[config.mk]
export PLATFORM = sky130hd
export DESIGN_NAME = bcd_decade_display
export DESIGN_NICKNAME = d
export VERILOG_FILES = /design/src/rtl/bcd_decade_display.sv
export SDC_FILE = /design/constraint.sdc
export NUM_CORES = 1
export LEC_CHECK = 0
export ABC_AREA = 1
export BUFFER_PORTS_ARGS = -buffer_cell sky130_fd_sc_hd__buf_4
export CORE_MARGIN = 3
export CORE_UTILIZATION = 50
export CTS_CLUSTER_SIZE = 16
export DETAILED_ROUTE_END_ITERATION = 7
export GPL_TIMING_DRIVEN = 0
export PLACE_DENSITY_LB_ADDON = 0.25
export SLEW_MARGIN = 20
export SYNTH_ARGS = -nofsm -noshare
export SYNTH_HDL_FRONTEND = slang
export SYNTH_SLANG_ARGS = --single-unit
export TNS_END_PERCENT = 100
[constraint.sdc]
create_clock -name clk -period 4.85 [get_ports clk]
set_input_delay 0.7275 -clock clk [delete_from_list [all_inputs] [get_ports clk]]
set_output_delay 0.7275 -clock clk [all_outputs]
set_load 0.005 [all_outputs]
[src/rtl/bcd_decade_display.sv]
// Purpose: filters the async ripple-counter units digit, extends it with DIGITS-1 BCD decades, drives a scanned 7-seg display.
// Latency: cnt_in change -> value[3:0] in 2+STABLE_CYC clk edges; seg/an registered, one cycle behind value.
// Backpressure: none; free-running consumer that samples cnt_in every cycle and never stalls.
module bcd_decade_display #(
   parameter int DIGITS     = 3,
   parameter int SCAN_DIV   = 1024,
   parameter int STABLE_CYC = 2
) (
   input  logic                  clk,
   input  logic                  clr,
   input  logic [3:0]            cnt_in,
   output logic [4*DIGITS-1:0]   value,
   output logic                  carry,
   output logic                  overflow,
   output logic [6:0]            seg,
   output logic [DIGITS-1:0]     an
);

   localparam int IDX_W  = $clog2(DIGITS);
   localparam int PRE_W  = $clog2(SCAN_DIV);
   localparam int STAB_W = $clog2(STABLE_CYC + 1);

   localparam logic [STAB_W-1:0] STAB_MAX = STAB_W'(STABLE_CYC);
   localparam logic [PRE_W-1:0]  PRE_TC   = PRE_W'(SCAN_DIV - 1);
   localparam logic [IDX_W-1:0]  IDX_LAST = IDX_W'(DIGITS - 1);

   // Segment glyphs {g,f,e,d,c,b,a}; codes above 9 never reach here.
   function automatic logic [6:0] f_glyph(input logic [3:0] d);
      logic [6:0] g;
      case (d)
         4'd0:    g = 7'h3F;
         4'd1:    g = 7'h06;
         4'd2:    g = 7'h5B;
         4'd3:    g = 7'h4F;
         4'd4:    g = 7'h66;
         4'd5:    g = 7'h6D;
         4'd6:    g = 7'h7D;
         4'd7:    g = 7'h07;
         4'd8:    g = 7'h7F;
         4'd9:    g = 7'h6F;
         default: g = 7'h00;
      endcase
      return g;
   endfunction

   logic [3:0]            r_s1;
   logic [3:0]            r_s2;
   logic [3:0]            r_s2_prev;
   logic [STAB_W-1:0]     r_stab;
   logic [4*DIGITS-1:0]   r_value;
   logic                  r_carry;
   logic                  r_ovf;
   logic [PRE_W-1:0]      r_pre;
   logic [IDX_W-1:0]      r_idx;
   logic [DIGITS-1:0]     r_an;
   logic [6:0]            r_seg;

   logic [STAB_W-1:0]     w_stab_nxt;
   logic                  w_accept;
   logic [4*DIGITS-1:0]   w_value_nxt;
   logic                  w_carry_nxt;
   logic                  w_ovf_set;
   logic                  w_chain;
   logic                  w_pre_tc;
   logic [IDX_W-1:0]      w_idx_nxt;
   logic [DIGITS-1:0]     w_an_nxt;
   logic [3:0]            w_digit_sel;

   // Two-flop synchronizer plus a copy of last cycle's s2 for the stability compare.
   always_ff @(posedge clk or negedge clr) begin
      if (!clr) begin
         r_s1      <= 4'd0;
         r_s2      <= 4'd0;
         r_s2_prev <= 4'd0;
      end else begin
         r_s1      <= cnt_in;
         r_s2      <= r_s1;
         r_s2_prev <= r_s2;
      end
   end

   // Stability count: reload on any change, saturate once the sample has settled long enough.
   always_comb begin
      if (r_s2 != r_s2_prev) begin
         w_stab_nxt = '0;
      end else if (r_stab == STAB_MAX) begin
         w_stab_nxt = r_stab;
      end else begin
         w_stab_nxt = r_stab + STAB_W'(1);
      end
   end

   // A settled BCD sample that differs from the held units digit is taken; 10..15 are clear transients.
   assign w_accept = (w_stab_nxt == STAB_MAX) && (r_s2 <= 4'd9) && (r_s2 != r_value[3:0]);

   // Units update plus single-cycle ripple through the upper decades on a 9->0 wrap.
   always_comb begin
      w_value_nxt = r_value;
      w_carry_nxt = 1'b0;
      w_ovf_set   = 1'b0;
      w_chain     = 1'b0;
      if (w_accept) begin
         w_value_nxt[3:0] = r_s2;
         if ((r_value[3:0] == 4'd9) && (r_s2 == 4'd0)) begin
            w_carry_nxt = 1'b1;
            w_chain     = 1'b1;
            for (int i = 1; i < DIGITS; i++) begin
               if (w_chain) begin
                  if (r_value[4*i +: 4] == 4'd9) begin
                     w_value_nxt[4*i +: 4] = 4'd0;
                  end else begin
                     w_value_nxt[4*i +: 4] = r_value[4*i +: 4] + 4'd1;
                     w_chain               = 1'b0;
                  end
               end
            end
            // Chain still live means every upper decade rolled over.
            w_ovf_set = w_chain;
         end
      end
   end

   // Count state: stability counter, BCD value, carry pulse and sticky overflow.
   always_ff @(posedge clk or negedge clr) begin
      if (!clr) begin
         r_stab  <= '0;
         r_value <= '0;
         r_carry <= 1'b0;
         r_ovf   <= 1'b0;
      end else begin
         r_stab  <= w_stab_nxt;
         r_value <= w_value_nxt;
         r_carry <= w_carry_nxt;
         r_ovf   <= r_ovf | w_ovf_set;
      end
   end

   // Next scan index, its one-hot enable and the digit it selects from the current value.
   always_comb begin
      w_pre_tc = (r_pre == PRE_TC);
      if (w_pre_tc) begin
         w_idx_nxt = (r_idx == IDX_LAST) ? '0 : r_idx + IDX_W'(1);
      end else begin
         w_idx_nxt = r_idx;
      end
      w_an_nxt    = '0;
      w_digit_sel = 4'd0;
      for (int i = 0; i < DIGITS; i++) begin
         if (w_idx_nxt == IDX_W'(i)) begin
            w_an_nxt[i] = 1'b1;
            w_digit_sel = r_value[4*i +: 4];
         end
      end
   end

   // Scan prescaler, index and registered display drive; seg refreshes every cycle.
   always_ff @(posedge clk or negedge clr) begin
      if (!clr) begin
         r_pre <= '0;
         r_idx <= '0;
         r_an  <= DIGITS'(1);
         r_seg <= 7'h3F;
      end else begin
         r_pre <= w_pre_tc ? '0 : r_pre + PRE_W'(1);
         r_idx <= w_idx_nxt;
         r_an  <= w_an_nxt;
         r_seg <= f_glyph(w_digit_sel);
      end
   end

   assign value    = r_value;
   assign carry    = r_carry;
   assign overflow = r_ovf;
   assign seg      = r_seg;
   assign an       = r_an;

endmodule
Word level (Yosys, flattened, before mapping)
Memories as Yosys holds them, arrays and structs flattened. A register that Yosys moved wholly into a read port is not among the register bits.
Index checks and enable logic that the tools add are counted.
{"block": "op_classes", "order_cmp": 1, "n_eq_ne": 11, "reduce_logical": 8, "bitwise": 1, "n_addsub": 5, "n_mux": 22}
{"op": "two-way mux 4 bit", "count": 5}
{"op": "equality test 4 bit (second input constant)", "count": 3}
{"op": "two-way mux 1 bit", "count": 12}
{"op": "adder 10 x 1 -> 10 bit (second input constant)", "count": 1}
{"op": "equality test 10 bit (second input constant)", "count": 1}
{"op": "two-way mux 10 bit", "count": 1}
{"op": "adder 4 x 1 -> 4 bit (second input constant)", "count": 2}
{"op": "equality test 2 bit (second input constant)", "count": 4}
{"op": "two-way mux 2 bit", "count": 4}
{"op": "inequality test 4 bit", "count": 2}
{"op": "adder 2 x 1 -> 2 bit (second input constant)", "count": 2}
{"op": "less-or-equal comparator 4 bit (second input constant)", "count": 1}
{"op": "zero test 4 bit", "count": 1}
{"op": "logical AND 1 bit", "count": 3}
{"op": "AND reduction 3 bit", "count": 1}
{"op": "equality test 2 x 1 -> 1 bit (second input constant)", "count": 1}
{"op": "zero test 2 bit", "count": 1}
{"op": "AND reduction 2 bit", "count": 1}
{"op": "zero test 1 bit", "count": 1}
{"op": "OR 1 bit", "count": 1}
{"block": "word_totals", "n_memories": 1, "word_cells": 61, "output_inout_bits": 24, "ff_bits": 43, "mem_bits_ro": 112}
{"memory": "(no name shown)", "depth": 16, "word_bits": 7, "rd": 1, "rd_clocked_by_memory_dff": 1, "wr": 0, "line": "30", "text": "case (d)"}

Logic depth before layout (Yosys ltp)
Gate-level depths: netlist of run 1.
{"block": "depth", "depth_word": 11, "ltp_mapped": 17, "depth_no_buf": 17}

Least setup slack after synthesis of run 1
OpenSTA, ideal clock, no wires.
{"block": "synth_timing", "kind": "reg2reg", "from": "register r_pre[0]", "to": "register r_seg[3] (netlist: seg[3])", "path_slack_ns": 2.798, "path_stages_with_launch": 16, "setup_ns": 0.077, "n_path_buf": 0, "t_arrival_ns": 1.976, "period_less_slack_ns": 2.052, "cell_sequence": "dfrtp_1 -> ha_1 -> nand2_1 -> nor2_4 -> nand3_4 -> nand2_1 -> nand2_2 -> nand3_1 -> nand2_1 -> nor2_4 -> inv_1 -> ha_1 -> nand2_1 -> nand2_1 -> nand2_1 -> nand2_1"}
{"block": "synth_via", "elab_chain_len": 6, "word_cells_on_any_way": 8}
{"item": "start: declaration", "line": "53", "text": "logic [PRE_W-1:0] r_pre;"}
{"item": "start signal: assignment", "line": "164", "text": "r_pre <= w_pre_tc ? '0 : r_pre + PRE_W'(1);"}
{"item": "equality test 10 bit (*)", "line": "140", "text": "w_pre_tc = (r_pre == PRE_TC);"}
{"item": "two-way mux 2 bit (*)", "line": "141", "text": "if (w_pre_tc) begin"}
{"item": "zero test 2 bit", "line": "149", "text": "if (w_idx_nxt == IDX_W'(i)) begin"}
{"item": "two-way mux 4 bit (2 in series)", "line": "149"}
{"item": "two-way mux 4 bit (*)", "line": "149"}
{"item": "end: declaration", "line": "56", "text": "logic [6:0] r_seg;"}
Every way passes the cells marked *; elsewhere a longest branch is shown, timed or not.
A chain may end at the register's enable or synchronous reset.

Worst setup path in the final report of run 1
{"block": "layout_timing", "from": "register r_pre[0]", "to": "register r_seg[5] (netlist: seg[5])"}
The elaborated chain is that of the path after synthesis.

==> results of run 1 <==
[metrics by stage]
| stage | setup WS, ns | cells | instance area [sq um] | total power [mW] | hold slack (ns) |
|---|---|---|---|---|---|
| final | 2.508 | 375 | 2922 | 0.8620 | 0.3559 |
| after global routing | 2.261 | 375 | 2922 | 0.9091 | 0.3666 |
| after CTS | 2.497 | 375 | 2922 | 0.8777 | 0.3597 |
| after detailed placement | 2.514 | 367 | 2808 | 0.5802 | 0.3373 |
| after global placement | 2.546 | 367 | 2808 | 0.5783 | 0.3319 |
| after floorplan | 2.798 | 271 | 2506 | 0.5284 | 0.3312 |
[report_power, final]
part | switching [mW] | internal, mW | leakage (nW)
Combinational | 0.0576 | 0.0501 | 0.838
Sequential | 0.0126 | 0.450 | 0.630
Clock | 0.139 | 0.153 | 0.0504
Total | 0.209 | 0.653 | 1.52
[area by class of cell]
| type | instances | share of cell area, % |
|---|---|---|
| plain buffers | 1 | 0.2570 |
| clock buffers | 5 | 2.355 |
| clock inverters | 3 | 1.542 |
| inverters | 40 | 5.139 |
| multi-input cells | 180 | 37.26 |
| flip-flops and latches | 50 | 43.13 |
| well taps | 67 | 2.869 |
| repair buffers | 29 | 7.452 |
[sequential cells by signal (all words and copies together), names as in the netlist]
register   cells
value         12
r_s2           4
r_s2_prev      4
r_stab         2
r_pre         10
seg            7
r_idx          2
r_s1           4
carry          1
overflow       1
an             3
[cells by family (layout without fill, tap and decap cells)]
| family | after synthesis | after routing | synth area share [%] |
|---|---|---|---|
| AO/OA/AOI/OAI | 23 | 23 | 4.943 |
| XOR/XNOR | 11 | 11 | 3.844 |
| adder cells (fa/ha/maj) | 8 | 8 | 3.994 |
| buffers and inverters | 41 | 78 | 6.291 |
| flip-flops | 50 | 50 | 50.27 |
| AND/OR/NAND/NOR | 138 | 138 | 30.65 |
[metal layers]
layer | share of wire [%] | wire length, microns | global-route usage [%] | up-vias
li1 | - | - | - | 929
met1 | 49 | 2048 | 20.97 | 836
met2 | 45 | 1890 | 24.74 | 33
met3 | 3.9 | 161 | 3.756 | 7
met4 | 1.6 | 66 | 6.703 | 0
met5 | 0 | 0 | 0 | -
[worst paths after layout]
path                                          from                    to  slack, ns  cells after the start
worst max-delay path            r_pre[0]$_DFF_PN0_      seg[5]$_DFF_PN1_       2.51                     15
worst max register to register  r_pre[0]$_DFF_PN0_      seg[5]$_DFF_PN1_       2.51                     15
worst min register to register   r_s1[1]$_DFF_PN0_     r_s2[1]$_DFF_PN0_       0.36                      0
min in group asynchronous                      clr    r_pre[6]$_DFF_PN0_       0.42                      1
worst min-delay path             r_s1[1]$_DFF_PN0_     r_s2[1]$_DFF_PN0_       0.36                      0
max in group asynchronous                      clr  value[7]$_DFFE_PN0P_       4.02                      1
[layout by cell type (no fill, tap or decap), types with 3 or more instances in the layout]
cell / n
a21oi_1: 6
buf_4: 30
clkbuf_8: 5
dfrtp_1: 43
dfstp_2: 7
ha_1: 8
inv_1: 38
nand2_1: 60
nand2_2: 11
nand3_1: 18
nand3_2: 5
nand4_1: 6
nor2_1: 15
nor2_2: 3
nor2_4: 5
nor3_1: 3
o21ai_0: 12
xor2_1: 10
==> impl_metrics.toml, run 1 <==
[status]
status = "finished clean"

[worst_setup_path]
crit_buf_inv = 1
arrival_ns = 2.58
start_kind = "register"
critical-path-max-stage-delay_ns = 0.38
slowest_stage = "dfrtp_1"
path_cells = "ha_1 -> nand2_1 -> nor2_4 -> nand3_4 -> nand2_1 -> nand2_2 -> nand3_1 -> nand2_1 -> nor2_1 -> inv_1 -> ha_1 -> nand4_1 -> nand2_1 -> nand2_1 -> nand2_1"
path_class = "register to register"
cp_common_cell = "nand2_1"
endpoint_kind = "register"
critical_path.max_fanout = 8
crit_family = "simple AND/OR/NAND/NOR gates"
worstPathRequired_ns = 5.09

[clocking]
insertion_delay_ns = 0.30
htree_levels = 2
cts_tree = "built"
cts-hold-fix-buffers = 0
clk_path_buf_depth = 2
clk_pin_slew_worst_paths_ns = 0.09
cts-buffers-inserted = 5
ctsResizeCount = 0
cts_sinks = 50
cts_setup_buffers = 0
cts_root_buf = "clkbuf_8"

[logic_synthesis]
synthFlopType = "dfrtp_1"
synth_cell_types = 30
synth_nets = 285
synth.area.top_cells = "dfrtp_1 (43%), nand2_1 (9.0%), dfstp_2 (7.3%)"
seq_area_frac_synth_pct = 50.27
yosysTopAreaCell = "dfrtp_1"
synthArstFlopShare_pct = 100.0
synth.avg_cell_area_sq_um = 9.248
ys_seq_elements = 50
synth_edf_count = 0
netlist_instances = 271
yosys.cell_count.top_type = "nand2_1"
synth_top_area_share_pct = 42.94
syn_area_sq_um = 2506
yosys_warnings = 0
synthTopCellsByCount = "nand2_1 (60), dfrtp_1 (43), inv_1 (38), nand3_1 (18), nor2_1 (15)"

[place]
portBuffers = 29
gp_congestion = 0.8345
hpwl_mm = 3.045

[timing]
setup_tns_ns = 0
finalCritPeriodShare_pct = 48.28
setup_violations = 0
worst_slew_pin_slew_ns = 0.7046
fmax_ghz = 0.4270
slew_violations = 0
slew_headroom_pct = 52.92
rsz0062_at_grt = "false"
hold_viol_final = 0
skew_ns = 0.005204
finalCriticalPeriod_ns = 2.342

[final_layout]
n_antenna_cell = 0
regArea_sq_um = 1260
multi_input_area_sq_um = 1089
utilization_pct = 61.05
drive_gt1_share_pct = 26.30
fill_cells = 410
syn_to_final_growth_pct = 16.58
finalNetCount = 321

[global_route]
antenna_found_initial = 0
grt_overflow = 0
grt_pass1_wl_mm = 7.652
grt_max_degree = 51
grt.total_usage_pct = 15.79
grt_pass1_vias = 1774

[routing]
routed_wl_mm = 4.167
drtIter0Drc = 119
firstDrtPassIters = 4
wire_per_inst_microns = 11.11
vias_per_cell = 4.813
drtAntennaViolNets = 0
via_count = 1805
drcViolationCount = 0

[floorplan]
dieArea_sq_um = 5897
core_sq_um = 4786
ios = 30
die_w_microns = 76.80
rows = 25
dieHeight_microns = 76.80
initial_core_util_pct = 52.37

[power_and_ir_drop]
p_leak_nw = 1.519
power_density_nw_per_um2 = 295.0
ir_drop_mv = 0.1918

[hold_path]
min_path_type = "register to register"

[job]
maxCapViolations = 0
No activity file was read; power rests on OpenSTA's default activity.
==> inputs of run 2 (changes only) <==
--- a/config.mk
+++ b/config.mk
@@ -5,7 +5,7 @@
 export SDC_FILE = /design/constraint.sdc
 export NUM_CORES = 1
 export LEC_CHECK = 0
-export ABC_AREA = 1
+export ABC_AREA = 0
 export BUFFER_PORTS_ARGS = -buffer_cell sky130_fd_sc_hd__buf_4
 export CORE_MARGIN = 3
 export CORE_UTILIZATION = 50
==> constraint.sdc (replaced) <==
create_clock -name clk -period 1.9 [get_ports clk]
set_input_delay 0.285 -clock clk [delete_from_list [all_inputs] [get_ports clk]]
set_output_delay 0.285 -clock clk [all_outputs]
set_load 0.005 [all_outputs]
==> run 2 against run 1 <==
Net effect:
- the run now ends with negative hold slack, negative setup slack left
- sequential share of layout area fell by 3.7 points
- global-route usage rose by 2.6 points
- first-iteration DRC count down 41%
- clock skew is 0.0038 ns higher
- flip-flop and latch count is the same
- utilization is 12 points higher
- critical path depth decreased by 5
- clock power increased to 2.5 times the previous value
- largest cell class is now multi-input combinational cells
- largest power group unchanged
==> impl_metrics.toml, run 2 <==
[floorplan]
die_w_microns = 74.13
ios = 30
initial_core_util_pct = 52.58
dieHeight_microns = 74.13
rows = 24
core_sq_um = 4414
dieArea_sq_um = 5495

[logic_synthesis]
synth_top_area_share_pct = 46.36
netlist_instances = 200
syn_area_sq_um = 2321
ys_seq_elements = 50
synth_cell_types = 45
synthArstFlopShare_pct = 100.0
yosys_warnings = 0
synthFlopType = "dfrtp_1"
yosysTopAreaCell = "dfrtp_1"
synthTopCellsByCount = "dfrtp_1 (43), inv_1 (13), nand2_1 (12), nor2_1 (11), xnor2_1 (11)"
synth.avg_cell_area_sq_um = 11.60
yosys.cell_count.top_type = "dfrtp_1"
seq_area_frac_synth_pct = 54.29
synth_nets = 214
synth_edf_count = 0
synth.area.top_cells = "dfrtp_1 (46%), dfstp_2 (7.9%), ha_1 (4.3%)"

[power_and_ir_drop]
p_leak_nw = 1.392
ir_drop_mv = 0.3842
power_density_nw_per_um2 = 604.8

[final_layout]
n_antenna_cell = 0
stdcell_count = 311
syn_to_final_growth_pct = 38.65
largest_reg_flops = 12
utilization_pct = 72.90
mostFrequentLayoutCells = "buf_4 (43), dfrtp_1 (37), nor2_1 (11), inv_1 (10)"
drive_gt1_share_pct = 47.49
finalNetCount = 272
mostFrequentLayoutCell = "buf_4"

[timing]
slew_headroom_pct = 59.71
setup_tns_ns = -3.771
setup_violations = 17
finalCritPeriodShare_pct = 116.7
rsz0062_at_grt = "true"
hold_viol_final = 30
setup_slack_ns = -0.3168
slew_violations = 0
skew_ns = 0.008962
fmax_ghz = 0.4511
finalCriticalPeriod_ns = 2.217
hold_ws_ns = -0.01811
worst_slew_pin_slew_ns = 0.6043

[place]
portBuffers = 29
hpwl_mm = 2.807
place_inst = 281
gp_congestion = 0.8062

[hold_path]
min_path_type = "input pin to asynchronous set/reset pin"

[worst_setup_path]
reg2regPathDepth = 10
path_class = "register to register"
critical-path-max-stage-delay_ns = 0.41
reg2reg_slack_ns = -0.32
cp_common_cell = "ha_4"
worstPathRequired_ns = 2.14
start_kind = "register"
slowest_stage = "dfrtp_1"
endpoint_kind = "register"
critical_path.max_fanout = 4
arrival_ns = 2.45
path_cells = "ha_4 -> nand4_1 -> buf_6 -> o311a_1 -> a311oi_2 -> a21o_2 -> inv_4 -> ha_4 -> o21a_1 -> a21oi_1"

[clocking]
cts_tree = "built"
htree_levels = 2
cts-hold-fix-buffers = 0
cts-buffers-inserted = 5
cts_sinks = 50
insertion_delay_ns = 0.31
clk_pin_slew_worst_paths_ns = 0.09
clk_path_buf_depth = 2
cts_root_buf = "clkbuf_8"

[status]
violations = "negative hold slack, negative setup slack"
status = "complete, but fails checks"

[global_route]
grt_max_degree = 51
grt_overflow = 0
antenna_found_initial = 0
grt_pass1_wl_mm = 7.693
grt.total_usage_pct = 18.37
grt_pass1_vias = 1673

[routing]
routed_wl_mm = 4.878
drtIter0Drc = 70
wire_per_inst_microns = 15.68
vias_per_cell = 5.643
drcViolationCount = 0
via_count = 1755
drtAntennaViolNets = 0
firstDrtPassIters = 4

[job]
maxCapViolations = 0
-- run 2: path summary, 6_finish.rpt --
check | start | to
min in group clk | cnt_in[3] | r_s1[3]$_DFF_PN0_
worst max register to register | r_pre[1]$_DFF_PN0_ | seg[1]$_DFF_PN1_
worst min-delay path | clr | r_s2_prev[3]$_DFF_PN0_
max in group asynchronous | clr | r_idx[0]$_DFF_PN0_
worst max-delay path | r_pre[1]$_DFF_PN0_ | seg[1]$_DFF_PN1_
worst min register to register | r_s1[1]$_DFF_PN0_ | r_s2[1]$_DFF_PN0_
-- run 2: through the flow --
| stage | power [mW] | setup WS [ns] | area, sq um |
|---|---|---|---|
| after floorplan | 1.163 | -0.2917 | 2390 |
| after global placement | 1.210 | -0.5984 | 2673 |
| after detailed placement | 1.212 | -0.5967 | 2673 |
| after CTS | 1.966 | -0.2911 | 3088 |
| after global routing | 2.016 | -0.4257 | 3218 |
| final | 1.946 | -0.3168 | 3218 |
-- run 2: logic make-up after synthesis --
family / synth area share (%)
adders and majority gates: 4.313
DFF: 54.29
AOI/OAI and AO/OA: 12.78
xor gates and xnor gates: 7.547
and+or+nand+nor: 14.50
buffers and inverters: 2.911
muxes: 3.666
-- run 2: where the power goes --
part / switching [mW] / leakage [nW] / total, mW / internal (mW)
clock network: 0.349 / 0.0504 / 0.741 / 0.391
registers: 0.0142 / 0.623 / 1.10 / 1.09
logic: 0.0566 / 0.718 / 0.102 / 0.0458
-- run 2: critical path, delay by kind of cell, from the launching register on --
family	cells	cell delay, ns
buffers and inverters	2	0.23
AO/OA/AOI/OAI	5	1.03
flip-flops	1	0.41
AND/OR/NAND/NOR	1	0.09
adder cells (fa/ha/maj)	2	0.40
-- run 2: final cells by class --
class                           instances  area, sq um
Timing Repair Buffer                   52        424.2
Multi-Input combinational cell        133         1272
Clock inverter                          3        45.04
Buffer                                  1        13.76
Inverter                               15        61.31
Clock buffer                            5        68.82
Tap cell                               52        65.06
Fill cell                             293         1196
Sequential cell                        50         1267
-- run 2: routing by layer --
layer	vias up	wire length [microns]	share of wire [%]	track usage, %
met5	-	0	0	0
met4	0	72	1.5	8.048
met3	7	219	4.5	4.324
met2	39	2478	51	29.92
met1	875	2108	43	23.41
li1	834	-	-	-
-- run 2: repair_timing --
action,in CTS,in global routing
pin swaps,14,13
endpoints found under the setup margin,17,23
gates cloned,1,0
buffers inserted,20,5
gates resized for setup,31,26
